### src/rtl/game_pkg.sv
// Shared state codes, judgement codes and helpers for the
// factorization game judge / HP bookkeeping unit.
package game_pkg;

    localparam logic [3:0] ST_READY    = 4'b0010;
    localparam logic [3:0] ST_QUESTION = 4'b0011;
    localparam logic [3:0] ST_INPUT    = 4'b0100;
    localparam logic [3:0] ST_DRAW     = 4'b0110;
    localparam logic [3:0] ST_WRONG    = 4'b0111;
    localparam logic [3:0] ST_GOOD     = 4'b1000;
    localparam logic [3:0] ST_OUCH     = 4'b1001;
    localparam logic [3:0] ST_WIN      = 4'b1010;
    localparam logic [3:0] ST_LOSE     = 4'b1011;

    typedef enum logic [1:0] {
        JUDG_NONE  = 2'b00,
        JUDG_LOCAL = 2'b01,
        JUDG_OPP   = 2'b10,
        JUDG_DRAW  = 2'b11
    } judg_t;

    localparam logic [1:0] HPS_OK       = 2'b00;
    localparam logic [1:0] HPS_OPP_DEAD = 2'b01;
    localparam logic [1:0] HPS_MY_DEAD  = 2'b10;

    typedef enum logic [2:0] {
        F_IDLE,
        F_ARMED,
        F_MUL,
        F_CMP,
        F_DECIDE,
        F_HOLD
    } jfsm_t;

    function automatic logic is_timed(input logic [3:0] s);
        return (s == ST_WRONG) || (s == ST_GOOD) || (s == ST_OUCH) ||
               (s == ST_DRAW)  || (s == ST_WIN)  || (s == ST_LOSE);
    endfunction

    function automatic logic is_end(input logic [3:0] s);
        return (s == ST_WIN) || (s == ST_LOSE);
    endfunction

endpackage

### src/rtl/sec_timer.sv
// State-duration timer: restarts on any STATE change, fires one
// TMO pulse after ONE_SEC cycles in a timed state, then holds.
module sec_timer
    import game_pkg::*;
#(
    parameter int ONE_SEC = 50_000_000
) (
    input  logic       CLK,
    input  logic       RST_N,
    input  logic [3:0] STATE,
    output logic       TMO
);

    localparam int CW = $clog2(ONE_SEC);
    localparam logic [CW-1:0] LAST = CW'(ONE_SEC - 1);
    localparam logic [CW-1:0] PRE  = CW'(ONE_SEC - 2);

    logic [3:0]    st_q;
    logic [CW-1:0] cnt;
    logic          run;

    assign run = is_timed(STATE) && (STATE == st_q);

    always_ff @(posedge CLK or negedge RST_N) begin
        if (!RST_N) begin
            st_q <= 4'b0000;
            cnt  <= '0;
            TMO  <= 1'b0;
        end else begin
            st_q <= STATE;
            TMO  <= run && (cnt == PRE);
            if (!run)
                cnt <= '0;
            else if (cnt != LAST)
                cnt <= cnt + 1'b1;
        end
    end

endmodule

### src/rtl/judge_hp_unit.sv
// Answer judge, HP bookkeeper and state timer beside the game
// control FSM; arbitrates local answers against opponent strobes.
module judge_hp_unit
    import game_pkg::*;
#(
    parameter int QW      = 10,
    parameter int FW      = 5,
    parameter int HP_MAX  = 3,
    parameter int ONE_SEC = 50_000_000
) (
    input  logic          CLK,
    input  logic          RST_N,
    input  logic [3:0]    STATE,
    input  logic [QW-1:0] QUE_VAL,
    input  logic          QUE_LD,
    input  logic [FW-1:0] ANS_A,
    input  logic [FW-1:0] ANS_B,
    input  logic          ANS_STB,
    input  logic          OPP_OK,
    output logic          QUE,
    output logic [1:0]    JUDG_OUT,
    output logic          WRONG_OUT,
    output logic [1:0]    HP_OUT,
    output logic [1:0]    MY_HP,
    output logic [1:0]    OPP_HP,
    output logic          TMO_OUT
);

    localparam int PW = 2 * FW;
    localparam logic [1:0] HP_INIT = 2'(HP_MAX);

    jfsm_t         cur, nxt;
    logic          que_q;
    logic [QW-1:0] q_reg;
    logic [FW-1:0] a_q, b_q;
    logic [PW-1:0] prod_q;
    logic [QW-1:0] prod_fit;
    logic          loc_ok;
    logic          opp_flag;
    judg_t         judg_q, judg_nx;
    logic          wrong_q;
    logic [1:0]    my_hp, opp_hp;
    logic          tmo;

    logic ld_ab, ld_prod, dec_go, wrong_go;
    logic hold_done, opp_cap, opp_eff, from_cmp;

    generate
        if (PW >= QW) begin : g_trunc
            assign prod_fit = prod_q[QW-1:0];
        end else begin : g_ext
            assign prod_fit = {{(QW-PW){1'b0}}, prod_q};
        end
    endgenerate

    // Trivial factorizations (1 x N) never count as a solution.
    assign loc_ok = (prod_fit == q_reg) &&
                    (a_q >= FW'(2)) && (b_q >= FW'(2));

    always_ff @(posedge CLK or negedge RST_N) begin
        if (!RST_N)
            cur <= F_IDLE;
        else
            cur <= nxt;
    end

    always_comb begin
        nxt = cur;
        unique case (cur)
            F_IDLE:   if (que_q) nxt = F_ARMED;
            F_ARMED: begin
                if (opp_flag)
                    nxt = F_DECIDE;
                else if (ANS_STB && (STATE == ST_INPUT))
                    nxt = F_MUL;
            end
            F_MUL:    nxt = F_CMP;
            F_CMP:    nxt = loc_ok ? F_DECIDE : F_ARMED;
            F_DECIDE: nxt = F_HOLD;
            F_HOLD:   if (STATE == ST_READY) nxt = F_IDLE;
            default:  nxt = F_IDLE;
        endcase
    end

    always_comb begin
        ld_ab     = (cur == F_ARMED) && !opp_flag &&
                    ANS_STB && (STATE == ST_INPUT);
        ld_prod   = (cur == F_MUL);
        from_cmp  = (cur == F_CMP) && loc_ok;
        dec_go    = from_cmp || ((cur == F_ARMED) && opp_flag);
        wrong_go  = (cur == F_CMP) && !loc_ok;
        hold_done = (cur == F_HOLD) && (STATE == ST_READY);
        opp_cap   = OPP_OK && ((cur == F_ARMED) ||
                               (cur == F_MUL) || (cur == F_CMP));
        opp_eff   = opp_flag || opp_cap;
    end

    // Code bits line up as {opponent, local}: 01 win, 10 loss, 11 draw.
    assign judg_nx = judg_t'({opp_eff, from_cmp});

    always_ff @(posedge CLK or negedge RST_N) begin
        if (!RST_N) begin
            que_q    <= 1'b0;
            q_reg    <= '0;
            a_q      <= '0;
            b_q      <= '0;
            prod_q   <= '0;
            opp_flag <= 1'b0;
            judg_q   <= JUDG_NONE;
            wrong_q  <= 1'b0;
        end else begin
            if (QUE_LD) begin
                que_q <= 1'b1;
                q_reg <= QUE_VAL;
            end else if (dec_go) begin
                que_q <= 1'b0;
            end
            if (ld_ab) begin
                a_q <= ANS_A;
                b_q <= ANS_B;
            end
            if (ld_prod)
                prod_q <= PW'(a_q) * PW'(b_q);
            if (dec_go)
                opp_flag <= 1'b0;
            else if (opp_cap)
                opp_flag <= 1'b1;
            if (dec_go)
                judg_q <= judg_nx;
            else if (hold_done)
                judg_q <= JUDG_NONE;
            wrong_q <= wrong_go;
        end
    end

    always_ff @(posedge CLK or negedge RST_N) begin
        if (!RST_N) begin
            my_hp  <= HP_INIT;
            opp_hp <= HP_INIT;
        end else if (tmo && is_end(STATE)) begin
            my_hp  <= HP_INIT;
            opp_hp <= HP_INIT;
        end else if (dec_go) begin
            unique case (judg_nx)
                JUDG_LOCAL: if (opp_hp != 2'd0) opp_hp <= opp_hp - 2'd1;
                JUDG_OPP:   if (my_hp != 2'd0) my_hp <= my_hp - 2'd1;
                default: ;
            endcase
        end
    end

    sec_timer #(
        .ONE_SEC(ONE_SEC)
    ) u_timer (
        .CLK  (CLK),
        .RST_N(RST_N),
        .STATE(STATE),
        .TMO  (tmo)
    );

    always_comb begin
        HP_OUT = HPS_OK;
        if (opp_hp == 2'd0)
            HP_OUT = HPS_OPP_DEAD;
        else if (my_hp == 2'd0)
            HP_OUT = HPS_MY_DEAD;
    end

    assign QUE       = que_q;
    assign JUDG_OUT  = judg_q;
    assign WRONG_OUT = wrong_q;
    assign MY_HP     = my_hp;
    assign OPP_HP    = opp_hp;
    assign TMO_OUT   = tmo;

endmodule

### config.mk
export PLATFORM = sky130hd
export DESIGN_NAME = judge_hp_unit
export DESIGN_NICKNAME = d
export VERILOG_FILES = /design/src/rtl/game_pkg.sv /design/src/rtl/sec_timer.sv /design/src/rtl/judge_hp_unit.sv
export SDC_FILE = /design/constraint.sdc
export NUM_CORES = 1
export LEC_CHECK = 0
export CAP_MARGIN = 20
export CORE_MARGIN = 2
export CORE_UTILIZATION = 40
export DETAILED_ROUTE_END_ITERATION = 8
export DONT_BUFFER_PORTS = 1
export PLACE_DENSITY = 0.59
export SYNTH_ARGS = -nofsm -noshare
export SYNTH_HDL_FRONTEND = slang
export SYNTH_SLANG_ARGS = --single-unit
### constraint.sdc
create_clock -name CLK -period 6.7 [get_ports CLK]
set_clock_uncertainty 0.1 [all_clocks]
set_input_delay 1.34 -clock CLK [delete_from_list [all_inputs] [get_ports CLK]]
set_output_delay 1.34 -clock CLK [all_outputs]
set_load 0.02 [all_outputs]
After elaboration in Yosys (flattened, before gate mapping)
Index checks and enable logic that the tools add are counted.
{"block": "classes", "addsub": 3, "n_mul": 1, "n_lt_le_gt_ge": 2, "n_eq_ne": 23, "n_mux": 24, "n_reduce_logical": 42}
{"cell": "$mux W26", "n": 2}
{"cell": "$add A26 B1 Y26 const B", "n": 1}
{"cell": "$eq A26 B26 Y1 const B", "n": 1}
{"cell": "$ne A26 B26 Y1 const B", "n": 1}
{"cell": "$mux W2", "n": 12}
{"cell": "$reduce_bool A2 Y1", "n": 10}
{"cell": "$pmux W3 S6", "n": 1}
{"cell": "$eq A4 B4 Y1 const B", "n": 4}
{"cell": "$mux W3", "n": 5}
{"cell": "$logic_and A1 B1 Y1", "n": 14}
{"cell": "$eq A4 B3 Y1 const B", "n": 3}
{"cell": "$eq A10 B10 Y1", "n": 1}
{"cell": "$ge A5 B2 Y1 const B", "n": 2}
{"cell": "$logic_or A1 B1 Y1", "n": 10}
{"cell": "$mul A5 B5 Y10", "n": 1}
{"cell": "$reduce_and A3 Y1", "n": 3}
{"cell": "$eq A3 B2 Y1 const B", "n": 2}
{"cell": "$eq A3 B3 Y1 const B", "n": 2}
{"cell": "$ne A2 B2 Y1 const B", "n": 3}
{"cell": "$eq A4 B2 Y1 const B", "n": 1}
{"cell": "$eq A4 B4 Y1", "n": 1}
{"cell": "$logic_not A2 Y1", "n": 2}
{"cell": "$mux W1", "n": 4}
{"cell": "$sub A2 B1 Y2 const B", "n": 2}
{"cell": "6 further kinds", "n": 7}
{"block": "totals", "register_bits": 73, "in_bits": 29, "word_cells": 109}

Longest topological paths before layout
{"block": "logic_depth", "ltp_word": 9, "mapped_depth": 12}

Cells and area by module
Synthesis repeated with hierarchy kept, for this count alone.
{"block": "hier_totals", "cells_unflattened": 411, "area_unflattened_um2": 4280.4}
{"mod": "judge_hp_unit", "n_inst": 1, "cells_each": 258, "area_each_um2": 2733.9}
{"mod": "sec_timer", "n_inst": 1, "cells_each": 153, "area_each_um2": 1546.5}

Worst setup path after synthesis
Ideal clock, no wire load.
{"block": "synth_path", "path_type": "register -> register", "from": "reg b_q[4]", "to": "reg prod_q[8], in the netlist prod_fit[8]", "setup_time_ps": 96, "arrival_ps": 3288, "setup_slack_ps": 3216, "path_stages_with_launch": 12, "path_buffers": 0, "synth_period_minus_slack_ps": 3484, "path_cell_list": "dfrtp_1 > nand2_1 > fa_1 > fa_1 > fa_1 > inv_1 > ha_1 > nor2b_1 > o31a_1 > o21a_1 > o21a_1 > o31ai_1"}
{"block": "synth_via", "elab_chain_cells": 1}
{"item": "from (decl)", "line_no": "judge_hp_unit.sv:35", "text": "logic [FW-1:0] a_q, b_q;"}
{"item": "from (signal assigned)", "line_no": "judge_hp_unit.sv:106", "text": "b_q <= '0;"}
{"item": "from (signal assigned)", "line_no": "judge_hp_unit.sv:120", "text": "b_q <= ANS_B;"}
{"item": "$mul A5 B5 Y10", "line_no": "judge_hp_unit.sv:123", "text": "prod_q <= PW'(a_q) * PW'(b_q);"}
{"item": "to (signal assigned)", "line_no": "judge_hp_unit.sv:123"}
{"item": "to (decl)", "line_no": "judge_hp_unit.sv:36", "text": "logic [PW-1:0] prod_q;"}
Every way passes these cells.
A chain may end at the register's enable or synchronous reset.

Worst setup path in the final report
Ends and elaborated chain as after synthesis.

==> summary.md <==
| Metric | Value |
|---|---|
| Maximum vdd drop | `approximately 0.12 mV` |
| Initial detailed-routing violation count | `139` |
| Synthesized area per cell | `10.3 µm²` |
| Clock root cell | `clkbuf_8` |
| Commonest non-fill, non-tap cell in the layout | `dfrtp_1` |
| Hold Path Origin | `prod_fit[7]` |
| Synth unique cells | `a little over 50` |
| Largest area contributor in the netlist | `dfrtp_1` |
| Ys Warns | `0` |
| Crit end category | `register` |
| Die footprint | `11400 µm²` |
| Vias | `~3000` |
| Status | `completed` |
| H-Tree Depth | `3` |
| Row cnt | `37` |
| Crit path required time | `6.86 ns` |
| DP HPWL | `between 5000 and 6000 µm` |
| Die Y | `107 µm` |
| Clock period minus worst slack | `3.66 ns` |
| Routability cong. | `~0.79` |
| Critical Path Source | `b_q[4]` |
| Synth area leaders | `dfrtp_1 41%, ha_1 6.5%, mux2_2 6.4%, xor2_1 6.0%, fa_1 4.3%` |
| Ratio of cells with drive above 1 in the final layout | `0.128` |
| Fmax | `about 0.27 GHz` |
| Post-CTS Setup Repair Bufs | `0` |
| DRC violations left | `0` |
| Syn-to-layout area delta | `8.67%` |
| Max reg flops | `26` |
| Clock buffer count from CTS | `9` |
| Initial antenna violation count | `0` |
| Post-Syn Instances | `408` |
| Post-DR wirelength/cell | `14.8 µm` |
| Crit Path Max Fanout | `7` |
| Worst Max-Slew Pin Slew | `1.03 ns` |
| Clock buffer depth | `2` |
| Synthesized area | `4210 µm²` |
| Final wirelength | `8170 µm` |
| Detail Route Antenna Nets | `0` |
| Largest net degree at the start of global routing | `74` |
| Starting density of the core | `0.410` |
| Final Hold Fails | `0` |
| RSZ-0062 raised after global routing | `no` |
| Post-synthesis sequential area ratio | `0.435` |
| CTS tree | `yes` |
| Most frequent cells in the layout | `69 x dfrtp_1, 35 x nor2_1, 34 x nand2_1` |
| Die X | `107 µm` |
| Hold Crit Class | `register to register` |
| Worst-Skew Late Latency | `~0.35 ns` |
| ANT cells | `0` |
| I/O pin cnt | `40` |
| FF+latch count, synth | `73` |
| GRT Overall Usage | `0.153` |
| Startpoint types | `register` |
| Final WS setup | `between 3 and 4 ns` |
| Setup slack after placement | `3.03 ns` |
| Pre-antenna DRT Iters | `4` |
| Nets@finish | `470` |
| TNS Setup | `0 ns` |
| Gates resized, CTS repair | `0` |
| Slew Viols, Final | `0` |
| Rel. slew slack | `0.313` |
| FF-to-FF Start | `b_q[4]` |
| Async SR Flop Fraction | `1.00` |
| Core area | `10300 µm²` |
| Synth top area share | `0.410` |
| Dominant synthesized flop cell | `dfrtp_1` |
| Vias in the first global route | `2895` |
| PwrDens | `237 nW/µm²` |
| Syn Nets | `between 400 and 500` |
| Final worst path period share | `0.546` |
| Vias/cell | `5.36` |
| Sinks on the clock net | `73` |
| Core Util, Final | `0.445` |
| Clk slew on worst S/H paths | `0.09 ns` |
| Crit path DAT | `between 3 and 4 ns` |
| Leak | `2.10 nW` |
| CTS Hold Bufs | `0` |
| # port buffers | `0` |
| Congestion Overflow GR | `0` |
| Maxcap violations | `0` |
| Setup Crit Path Kind | `register to register` |
| Number of failing setup endpoints in the final timing report | `0` |
| First-pass GRT wire length | `approximately 14000 µm` |
| Overall power | `~1.1 mW` |
| EDFF count, synth | `0` |
## report_power, final
group / total [mW] / internal (mW) / switching, mW
sequential: 0.544 / 0.482 / 0.0620
combinational: 0.125 / 0.0606 / 0.0648
clock: 0.414 / 0.226 / 0.188
total: 1.08 / 0.768 / 0.315
## critical path, cell delays in order (launching register included)
cell	delay, ns
dfrtp_1	0.44
nand2_1	0.11
fa_1	0.52
fa_1	0.52
fa_1	0.55
inv_1	0.04
ha_1	0.33
nor2b_1	0.16
o31a_1	0.25
o21a_1	0.18
o21a_1	0.17
o31ai_1	0.21
## routing by layer
metal | GRT usage | vias to the layer above | wire length (µm)
met5 | 0 | - | 0
li1 | - | 1435 | -
met3 | 0.0419 | 5 | 282
met2 | 0.263 | 44 | 4070
met1 | 0.191 | 1468 | 3740
met4 | 0.0399 | 0 | 75
## cell usage after synthesis (all sizes together), types with 3 or more instances
cell type	number
a211oi	5
nand3b	3
nor3	9
buf	5
nand4	4
ha	22
nor4	12
a31oi	5
or3	4
nor2b	4
xnor2	5
o21a	5
nand3	19
o21ai	16
xor2	29
nand2	34
mux2	24
inv	21
nor2	35
dfrtp	69
clkbuf	4
a21oi	6
fa	9
and2	16
and3	12
dfstp	4
## cell families (layout without fill, tap and decap cells)
family,count (synthesis),after routing,synth area share
flops,73,73,0.435
compound gates,53,53,0.0841
xor+xnor,34,34,0.0707
simple gates,163,163,0.210
buf+inv,30,37,0.0282
mux,24,24,0.0642
fa+ha+maj,31,31,0.108
## worst paths after layout
| check | endpoint | slack, ns | cells past startpoint |
|---|---|---|---|
| setup / recovery | prod_fit[8] | 3.04 | 11 |
| hold / removal | prod_fit[7] | 0.41 | 2 |
| setup reg to reg | prod_fit[8] | 3.04 | 11 |
| hold reg to reg | prod_fit[7] | 0.41 | 2 |
| max in group asynchronous | MY_HP[0] | 5.74 | 0 |
| min in group asynchronous | u_timer.cnt[8] | 0.57 | 0 |
## stage by stage
step                instances  hold WS, ns  area (µm²)
global route              551        0.448        4580
finish                    551        0.413        4580
CTS                       551        0.415        4580
detailed placement        535        0.394        4340
floorplan                 408        0.368        4210
global placement          535        0.386        4340
## cell type report
class | count | area (µm²)
clock inverter | 6 | 97.6
inverter | 21 | 78.8
multi-input combinational | 305 | 2260
fill | 997 | 5700
tap | 136 | 170
sequential | 73 | 1830
clock buffer | 10 | 138
Note: power is estimated with default switching activity, not from simulation.
